**config.mk**
```make
export PLATFORM = sky130hd
export DESIGN_NAME = frame_stream_reader
export DESIGN_NICKNAME = d
export VERILOG_FILES = /design/src/rtl/frame_stream_reader.sv
export SDC_FILE = /design/constraint.sdc
export NUM_CORES = 1
export LEC_CHECK = 0
export CORE_ASPECT_RATIO = 1.75
export CORE_MARGIN = 4
export CORE_UTILIZATION = 45
export CTS_BUF_LIST = sky130_fd_sc_hd__clkbuf_4 sky130_fd_sc_hd__clkbuf_8
export DETAILED_ROUTE_END_ITERATION = 6
export GPL_TIMING_DRIVEN = 0
export PLACE_DENSITY = 0.65
export SLEW_MARGIN = 20
export SYNTH_ARGS = -nofsm -noshare
export SYNTH_HDL_FRONTEND = slang
export SYNTH_SLANG_ARGS = --single-unit
export TNS_END_PERCENT = 5
```
**constraint.sdc**
```tcl
create_clock -name clk -period 3.4 [get_ports clk]
set_input_delay 0.51 -clock clk [delete_from_list [all_inputs] [get_ports clk]]
set_output_delay 0.51 -clock clk [all_outputs]
set_load 0.005 [all_outputs]
```
**src/rtl/frame_stream_reader.sv**
```systemverilog
`default_nettype none
// ============================================================================
// Module   : frame_stream_reader
// Reads one frame from a synchronous-read frame buffer and emits it as a
// valid/ready pixel stream with sop/eop and run-time 2^d subsampling.
// Optional build macro FRAME_STREAM_TESTPAT_EN adds a coordinate test pattern.
// Revision : 1.0 - initial release
// ============================================================================
module frame_stream_reader #(
    parameter int H_RES      = 160,
    parameter int V_RES      = 120,
    parameter int PIX_W      = 12,
    parameter int ADDR_W     = 17,
    parameter int RD_LATENCY = 2,
    parameter int MAX_DECIM  = 2,
    parameter int CONTINUOUS = 0
) (
    input  logic              clk,
    input  logic              reset,
    input  logic              start,
    input  logic              abort,
    input  logic [1:0]        decim,
`ifdef FRAME_STREAM_TESTPAT_EN
    input  logic              test_mode,
`endif
    output logic              rd_en,
    output logic [ADDR_W-1:0] rd_addr,
    input  logic [PIX_W-1:0]  rd_data,
    output logic              out_valid,
    input  logic              out_ready,
    output logic [PIX_W-1:0]  out_pixel,
    output logic              out_sop,
    output logic              out_eop,
    output logic              busy,
    output logic              freeze,
    output logic              frame_done
);

    localparam int c_depth    = RD_LATENCY + 2;
    localparam int c_cnt_w    = $clog2(c_depth + 1);
    localparam int c_ptr_w    = $clog2(c_depth);
    localparam int c_col_w    = $clog2(H_RES + 1);
    localparam int c_row_w    = $clog2(V_RES + 1);
    localparam int c_last_idx = c_depth - 1;
    localparam logic [c_cnt_w:0]     c_credit_lim = c_depth[c_cnt_w:0];
    localparam logic [c_ptr_w-1:0]   c_last_ptr   = c_last_idx[c_ptr_w-1:0];
    localparam logic [c_col_w-1:0]   c_h_res      = H_RES[c_col_w-1:0];
    localparam logic [c_row_w-1:0]   c_v_res      = V_RES[c_row_w-1:0];
    localparam logic [ADDR_W-1:0]    c_h_res_addr = H_RES[ADDR_W-1:0];
    localparam logic [1:0]           c_max_decim  = MAX_DECIM[1:0];

    typedef enum logic [1:0] {
        S_IDLE   = 2'd0,
        S_STREAM = 2'd1,
        S_DRAIN  = 2'd2,
        S_ABORT  = 2'd3
    } state_t;

    state_t r_state, w_state_nxt;

    logic [1:0]          r_decim;
    logic [c_col_w-1:0]  r_col, w_col_step;
    logic [c_row_w-1:0]  r_row, w_row_step;
    logic [ADDR_W-1:0]   r_row_base, w_base_step;
    logic                w_col_last, w_row_last, w_first, w_last;

    logic [c_cnt_w-1:0]  r_outstanding, r_fifo_count;
    logic [c_cnt_w:0]    w_inflight;
    logic                w_credit, w_load, w_flush, w_ret, w_push, w_pop;
    logic                w_done_nxt, r_done;

    logic [RD_LATENCY-1:0] r_tag_v, r_tag_sop, r_tag_eop;
    logic [PIX_W-1:0]      w_push_pixel;

    logic [PIX_W+1:0]    r_mem [c_depth];
    logic [c_ptr_w-1:0]  r_wr_ptr, r_rd_ptr;
    logic [PIX_W+1:0]    w_head;

    // Source-pixel stepping: column and row advance by 2^d, base by H_RES*2^d
    assign w_col_step  = c_col_w'(1) << r_decim;
    assign w_row_step  = c_row_w'(1) << r_decim;
    assign w_base_step = c_h_res_addr << r_decim;
    assign w_col_last  = (r_col == c_h_res - w_col_step);
    assign w_row_last  = (r_row == c_v_res - w_row_step);
    assign w_first     = (r_col == '0) && (r_row == '0);
    assign w_last      = w_col_last && w_row_last;
    assign rd_addr     = r_row_base + ADDR_W'(r_col);

    assign w_inflight  = {1'b0, r_outstanding} + {1'b0, r_fifo_count};
    assign w_credit    = (w_inflight < c_credit_lim);
    assign w_ret       = r_tag_v[RD_LATENCY-1];

    assign out_valid   = (r_fifo_count != '0);
    assign w_head      = r_mem[r_rd_ptr];
    assign out_pixel   = out_valid ? w_head[PIX_W-1:0] : '0;
    assign out_eop     = out_valid & w_head[PIX_W];
    assign out_sop     = out_valid & w_head[PIX_W+1];
    assign w_pop       = out_valid & out_ready;

    assign busy        = (r_state != S_IDLE);
    assign freeze      = (r_state != S_IDLE);
    assign frame_done  = r_done;

    always_comb begin
        w_state_nxt = r_state;
        w_load      = 1'b0;
        w_flush     = 1'b0;
        w_done_nxt  = 1'b0;
        rd_en       = 1'b0;
        case (r_state)
            S_IDLE: begin
                if (!abort && (start || (CONTINUOUS != 0))) begin
                    w_load      = 1'b1;
                    w_state_nxt = S_STREAM;
                end
            end
            S_STREAM: begin
                if (abort) begin
                    w_flush     = 1'b1;
                    w_state_nxt = S_ABORT;
                end else begin
                    rd_en = w_credit;
                    if (w_credit && w_last) begin
                        w_state_nxt = S_DRAIN;
                    end
                end
            end
            S_DRAIN: begin
                if (abort) begin
                    w_flush     = 1'b1;
                    w_state_nxt = S_ABORT;
                end else if (w_pop && out_eop) begin
                    w_done_nxt  = 1'b1;
                    w_state_nxt = S_IDLE;
                end
            end
            S_ABORT: begin
                if (r_outstanding == '0) begin
                    w_state_nxt = S_IDLE;
                end
            end
            default: w_state_nxt = S_IDLE;
        endcase
    end

    always_ff @(posedge clk) begin
        if (reset) begin
            r_state <= S_IDLE;
            r_done  <= 1'b0;
        end else begin
            r_state <= w_state_nxt;
            r_done  <= w_done_nxt;
        end
    end

    always_ff @(posedge clk) begin
        if (reset) begin
            r_decim    <= '0;
            r_col      <= '0;
            r_row      <= '0;
            r_row_base <= '0;
        end else if (w_load) begin
            r_decim    <= (decim > c_max_decim) ? c_max_decim : decim;
            r_col      <= '0;
            r_row      <= '0;
            r_row_base <= '0;
        end else if (rd_en && !w_last) begin
            if (w_col_last) begin
                r_col      <= '0;
                r_row      <= r_row + w_row_step;
                r_row_base <= r_row_base + w_base_step;
            end else begin
                r_col <= r_col + w_col_step;
            end
        end
    end

    // Tags travel alongside the read so each returning word knows its role
    always_ff @(posedge clk) begin
        if (reset) begin
            r_tag_v       <= '0;
            r_outstanding <= '0;
        end else begin
            r_tag_v[0] <= rd_en;
            for (int i = 1; i < RD_LATENCY; i++) begin
                r_tag_v[i] <= r_tag_v[i-1];
            end
            r_outstanding <= r_outstanding + c_cnt_w'(rd_en) - c_cnt_w'(w_ret);
        end
    end

    always_ff @(posedge clk) begin
        r_tag_sop[0] <= w_first;
        r_tag_eop[0] <= w_last;
        for (int i = 1; i < RD_LATENCY; i++) begin
            r_tag_sop[i] <= r_tag_sop[i-1];
            r_tag_eop[i] <= r_tag_eop[i-1];
        end
    end

`ifdef FRAME_STREAM_TESTPAT_EN
    logic             r_test_mode;
    logic [15:0]      w_xy;
    logic [PIX_W-1:0] r_tag_pat [RD_LATENCY];

    assign w_xy = {8'(r_row >> r_decim), 8'(r_col >> r_decim)};

    always_ff @(posedge clk) begin
        if (reset) begin
            r_test_mode <= 1'b0;
        end else if (w_load) begin
            r_test_mode <= test_mode;
        end
    end

    always_ff @(posedge clk) begin
        r_tag_pat[0] <= PIX_W'(w_xy);
        for (int i = 1; i < RD_LATENCY; i++) begin
            r_tag_pat[i] <= r_tag_pat[i-1];
        end
    end

    assign w_push_pixel = r_test_mode ? r_tag_pat[RD_LATENCY-1] : rd_data;
`else
    assign w_push_pixel = rd_data;
`endif

    // Returns arriving during or after an abort are dropped
    assign w_push = w_ret && !w_flush && ((r_state == S_STREAM) || (r_state == S_DRAIN));

    function automatic logic [c_ptr_w-1:0] f_ptr_inc(input logic [c_ptr_w-1:0] p);
        return (p == c_last_ptr) ? '0 : p + 1'b1;
    endfunction

    always_ff @(posedge clk) begin
        if (reset || w_flush) begin
            r_wr_ptr     <= '0;
            r_rd_ptr     <= '0;
            r_fifo_count <= '0;
        end else begin
            if (w_push) begin
                r_wr_ptr <= f_ptr_inc(r_wr_ptr);
            end
            if (w_pop) begin
                r_rd_ptr <= f_ptr_inc(r_rd_ptr);
            end
            r_fifo_count <= r_fifo_count + c_cnt_w'(w_push) - c_cnt_w'(w_pop);
        end
    end

    always_ff @(posedge clk) begin
        if (w_push) begin
            r_mem[r_wr_ptr] <= {r_tag_sop[RD_LATENCY-1], r_tag_eop[RD_LATENCY-1], w_push_pixel};
        end
    end

endmodule
`default_nettype wire
```
Word-level counts from Yosys, hierarchy flattened
Memories as Yosys holds them, arrays and structs flattened. A register that Yosys moved wholly into a read port is not among the register bits. Cells that the tools add are included.

Bits in registers: 53. Bits in writable memories: 56. Input port bits: 19. Output and inout bits: 36. Word-level logic and storage cells: 94. Memories kept: 1.

Add/subtract/negate cells: 13. Magnitude comparators: 2. Equality and inequality tests: 11. Shift-type cells: 3. Muxes and demuxes: 23. Bitwise operators: 4. Reductions and logical operators: 24.

Memories: r_mem (depth 4, bits a word 14, rd ports 1, clocked after Yosys merged registers in 1, wr ports 1, line 75) `logic [PIX_W+1:0] r_mem [c_depth];`.

Operators by type and width (number): two-way mux 2 bit (11); adder 17 bit (1); adder 17 x 8 -> 17 bit (1); << shifter 8 x 2 -> 17 bit, first input constant (1); two-way mux 12 bit (1); two-way mux 1 bit (9); adder 8 bit (1); equality test 2 bit, second input constant (4); equality test 8 bit (1); logical AND 1 bit (8); logical NOT 8 bit (1); two-way mux 8 bit (1); case mux 2 bit (4 select lines) (1); << shifter 1 x 2 -> 8 bit, first input constant (1); subtractor 8 bit, first input constant (1); adder 7 bit (1); equality test 7 bit (1); logical NOT 7 bit (1); << shifter 1 x 2 -> 7 bit, first input constant (1); subtractor 7 bit, first input constant (1); adder 3 x 1 -> 3 bit (2); inequality test 3 bit, second input constant (2); subtractor 3 x 1 -> 3 bit (2); adder 2 x 1 -> 2 bit, second input constant (2); 17 further kinds (24).

Logic depth before layout (Yosys ltp)
Depth in word-level cells: 8. Gate-level depth with buffers: 11. Depth with buffers taken out: 10.

Least setup slack after synthesis
Ideal clock, no wire load.

Path kind: register to register. Start: reg r_decim[0]. End: reg r_row_base[13]. Setup time: 0.070 ns. Arrival time: 2.601 ns. Required time: 3.330 ns. Path slack: 0.728 ns. Cell stages (with the launch flop): 12. Path buffers: 1. Clock period less this slack: 2.672 ns. Path through: dfxtp_1 buf_2 nor2_1 ha_1 inv_1 fa_1 nor2b_1 o31a_1 nor2_1 maj3_1 or4_1 a21oi_1.

Longest elaborated chain between the ends: 7. Elaborated cells between the ends (all ways): 12. Those cells by class: add/sub (3); eq/ne (2); shift (3); reduce/logical (4).

RTL lines: start, declared (line 61) `logic [1:0] r_decim;`; start signal, assigned (line 163) `r_decim <= (decim > c_max_decim) ? c_max_decim : decim;`; << shifter 1 x 2 -> 8 bit or << shifter 1 x 2 -> 7 bit (tied branches) (line 80, 81); subtractor 8 bit or subtractor 7 bit (tied branches) (line 83, 84); equality test 8 bit or equality test 7 bit (tied branches) (line 83, 84); logical AND 1 bit (line 86) `assign w_last = w_col_last && w_row_last;`; logical NOT 1 bit (line 167) `end else if (rd_en && !w_last) begin`; logical AND 1 bit (line 167); AND reduction 2 bit (no source line); end signal, assigned (line 171) `r_row_base <= r_row_base + w_base_step;`; end, declared (line 64) `logic [ADDR_W-1:0] r_row_base, w_base_step;`.

Several ways; a longest one is shown, not always the timed one. A chain may end at the register's enable or synchronous reset.

Worst setup path after layout
Start: reg r_outstanding[2]. End: out rd_en.

Longest elaborated chain between the ends: 4.

RTL lines: start, declared (line 67) `logic [c_cnt_w-1:0] r_outstanding, r_fifo_count;`; start signal, assigned (line 188) `r_outstanding <= r_outstanding + c_cnt_w'(rd_en) - c_cnt_w'(w_ret);`; adder 3 x 3 -> 4 bit (line 89) `assign w_inflight = {1'b0, r_outstanding} + {1'b0, r_fifo_count};`; < comparator 4 x 3 -> 1 bit (line 90) `assign w_credit = (w_inflight < c_credit_lim);`; two-way mux 1 bit (line 118) `if (abort) begin`; two-way mux 1 bit (line 110) `case (r_state)`; end, declared (line 26) `output logic rd_en,`.

Every way passes these cells.

==> key figures <==
CTS
  – # H-tree levels: 3
  – CTS max path bufs: 2
  – TritonCTS clock tree: built
  – Worst skew pair latency: 360 ps
  – Root Driver: clkbuf_8
  – CTS buffer count: 9
  – Clock net sink count: 106
  – Clock transition at path regs: 100 ps

Synthesis
  – Main flop type after synthesis: edfxtp_1
  – Syn Inst Count: 455
  – Seq/Total Area, Yosys: 51.5%
  – Syn_area_per_cell: 11.5 um^2
  – YS warnings: 0
  – Cell area after synthesis: 5210 um^2
  – EDFF count, synth: 56
  – Async S/R FF share, synth: 0%
  – Unique masters post-synth: 61
  – Seq cells post-synth: 106
  – Post-Syn Nets: 506

Power and ir drop
  – Switching Share: 30.1%
  – Seq pwr share: 45.7%
  – Leakage: 2.16 nW
  – Maximum VDD drop: 0.000338 V
  – Power Density: 530 nW/um^2
  – Clock Power Share: 22.1%
  – Internal cell power: 0.00226 W
  – Logic pwr share: 32.3%
  – Sw power: 0.000975 W
  – PnR Total Power: 0.00324 W

Route
  – DR DRC count: 0
  – Antenna viol nets, final: 0
  – DR vias: 3673
  – Drt total wl: 11.1 mm
  – 1st-pass router iterations: 7
  – Vias per cell: 5.59
  – Wire per inst: 17.0 um
  – Iter 0 DRT Violations: 114

Die
  – Horiz. Die Dim: 89.4 um
  – DIE HEIGHT: 150 um
  – Core area: 11200 um^2
  – Starting density of the core: 46.4%
  – I/O Pins: 55
  – Row cnt: 51
  – Die area: 13400 um^2

Setup path
  – Type of origin of the critical path: register
  – WS Path Type: register to output port
  – Critical Path, Cell by Cell: ha_1 -> nor3_1 -> nand2_1 -> nor3b_2 -> clkbuf_1 -> clkdlybuf4s50_1
  – CP peak stage delay: 610 ps
  – Worst-path fanout max: 11
  – Critical path required time: 2890 ps
  – WP data arrival: 2660 ps
  – Crit end category: output port
  – CP max-delay cell: clkdlybuf4s50_1

Place
  – DP HPWL: 8.41 mm
  – GP Congestion: 0.853
  – Placed Cells: 641
  – Port bufs: 54

Finish
  – Final core occ: 54.3%
  – Finished Layout Cells: 657
  – Diodes inserted: 0
  – Commonest non-fill, non-tap cell in the layout: edfxtp_1
  – Most frequent cells in the layout: 56 x edfxtp_1, 54 x clkdlybuf4s50_1, 50 x dfxtp_1
  – Final #Nets: 571
  – Layout cells sized above 1: 8.76%
  – Area grow syn2layout: 17.0%

Global routing
  – First-pass GRT wire length: 18.1 mm
  – GRT Util Overall: 17.6%
  – Vias in the first global route: 3748
  – Largest net degree at the start of global routing: 19
  – Total grt overflow: 0
  – Initial antenna violation count: 0

Min path
  – Hold Crit Class: register to register

Timing
  – Max-slew violations: 0
  – Setup TNS: 0 ps
  – Slew @ Worst Pin: 877 ps
  – Relative slew slack: 41.3%
  – Final Skew: 4.75 ps
  – Fin crit period: 3170 ps
  – WHS: 340 ps
  – Fmax: 316 MHz
  – Final clock period utilization by the worst path: 93.2%
  – Setup violators final: 0
  – Final Hold Fails: 0
  – RSZ-0062 raised after global routing: no

Job
  – Max_cap viols: 0

Status
  – Status: finished, final reports clean
power groups by stage:
stage	clock network, W	registers (W)	logic (W)
4_1_cts	0.000738	0.00148	0.00107
3_3_place_gp	0	0.00150	0.00104
2_1_floorplan	0	0.00149	0.000612
6_report	0.000714	0.00148	0.00104
5_1_grt	0.000786	0.00149	0.00117
3_5_place_dp	0	0.00151	0.00107
through the flow:
stage	worst slack (ps)	cell area, um^2
after CTS	160	6090
after global routing	39.5	6100
after global placement	380	5920
final	232	6100
after detailed placement	298	5920
after floorplan	728	5210
metal layers:
metal	GRT usage [%]	part of all wire (%)
met4	7.38	2.9
met5	0	0
met1	17.7	37
met2	34.0	57
met3	2.74	2.8
path summary, 6_finish.rpt:
kind / startpoint / to / slack (ps) / depth (start not counted)
max: r_outstanding[2]$_SDFF_PP0_ / rd_en / 230 / 6
min: r_tag_sop[0]$_DFF_P_ / r_tag_sop[1]$_DFF_P_ / 340 / 0
max reg2reg: r_decim[0]$_SDFFE_PP0P_ / r_row_base[15]$_SDFFE_PP0P_ / 280 / 11
min reg2reg: r_tag_sop[0]$_DFF_P_ / r_tag_sop[1]$_DFF_P_ / 340 / 0
Yosys cell counts (3+ instances only):
| master | n | share of area [%] |
|---|---|---|
| edfxtp_1 | 56 | 32 |
| dfxtp_1 | 50 | 19 |
| a21oi_1 | 34 | 3.3 |
| nand2_1 | 29 | 2.1 |
| ha_1 | 27 | 6.5 |
| inv_1 | 26 | 1.9 |
| nor2_1 | 25 | 1.8 |
| and2_1 | 21 | 2.5 |
| mux4_2 | 14 | 6.0 |
| xnor2_1 | 14 | 2.4 |
| clkbuf_1 | 12 | 0.86 |
| or3_1 | 11 | 1.3 |
| nand3_1 | 10 | 0.96 |
| xor2_1 | 10 | 1.7 |
| nor2b_1 | 9 | 1.1 |
| o21ai_0 | 9 | 0.86 |
| nor3_1 | 7 | 0.67 |
| o21ai_1 | 6 | 0.58 |
| buf_2 | 5 | 0.48 |
| fa_1 | 5 | 1.9 |
| o31ai_1 | 5 | 0.72 |
| and3_1 | 4 | 0.48 |
| maj3_1 | 4 | 0.77 |
| nand2b_1 | 4 | 0.48 |
| a211oi_1 | 3 | 0.43 |
| buf_4 | 3 | 0.43 |
| nand4b_1 | 3 | 0.50 |
| nor4_1 | 3 | 0.36 |
| o211ai_1 | 3 | 0.43 |
| o22ai_1 | 3 | 0.36 |
| or4_1 | 3 | 0.43 |
layout make-up:
type	instances	area [um^2]
tap	132	165
inverter	26	97.6
fill	1007	5130
clock inverter	7	51.3
clock buffer	9	124
sequential	106	2680
buffer	21	104
multi-input combinational	302	2330
timing repair buffer	54	541
flip-flops by register name, indices dropped and copies added (netlist names), named ones only:
name / count
r_state: 2
r_mem: 56
r_wr_ptr: 2
r_tag_v: 2
r_row: 7
frame_done: 1
r_col: 8
r_rd_ptr: 2
r_tag_sop: 2
r_row_base: 12
r_outstanding: 3
r_fifo_count: 3
r_decim: 2
r_tag_eop: 2
cells by family after synthesis:
family | after synthesis | synth area share (%)
simple gates | 143 | 15.0
fa+ha+maj | 36 | 9.17
mux | 16 | 6.43
flops | 106 | 51.5
compound gates | 83 | 10.0
buf+inv | 47 | 3.86
xor+xnor | 24 | 4.03
critical path: cells and delay by family, from the launching register on:
family	cells	cell delay, ps
adder cells (fa/ha/maj)	1	300
buffers and inverters	2	1090
flip-flops	1	350
AND/OR/NAND/NOR	3	570
what timing repair did:
action                                  CTS  global route
endpoints found under the setup margin    0             5
hold buffers                              0             0
gates resized for setup                   0             1
setup buffers                             0             0
hold endpoints to repair                  0             0
Note: power is estimated with default switching activity, not from simulation.
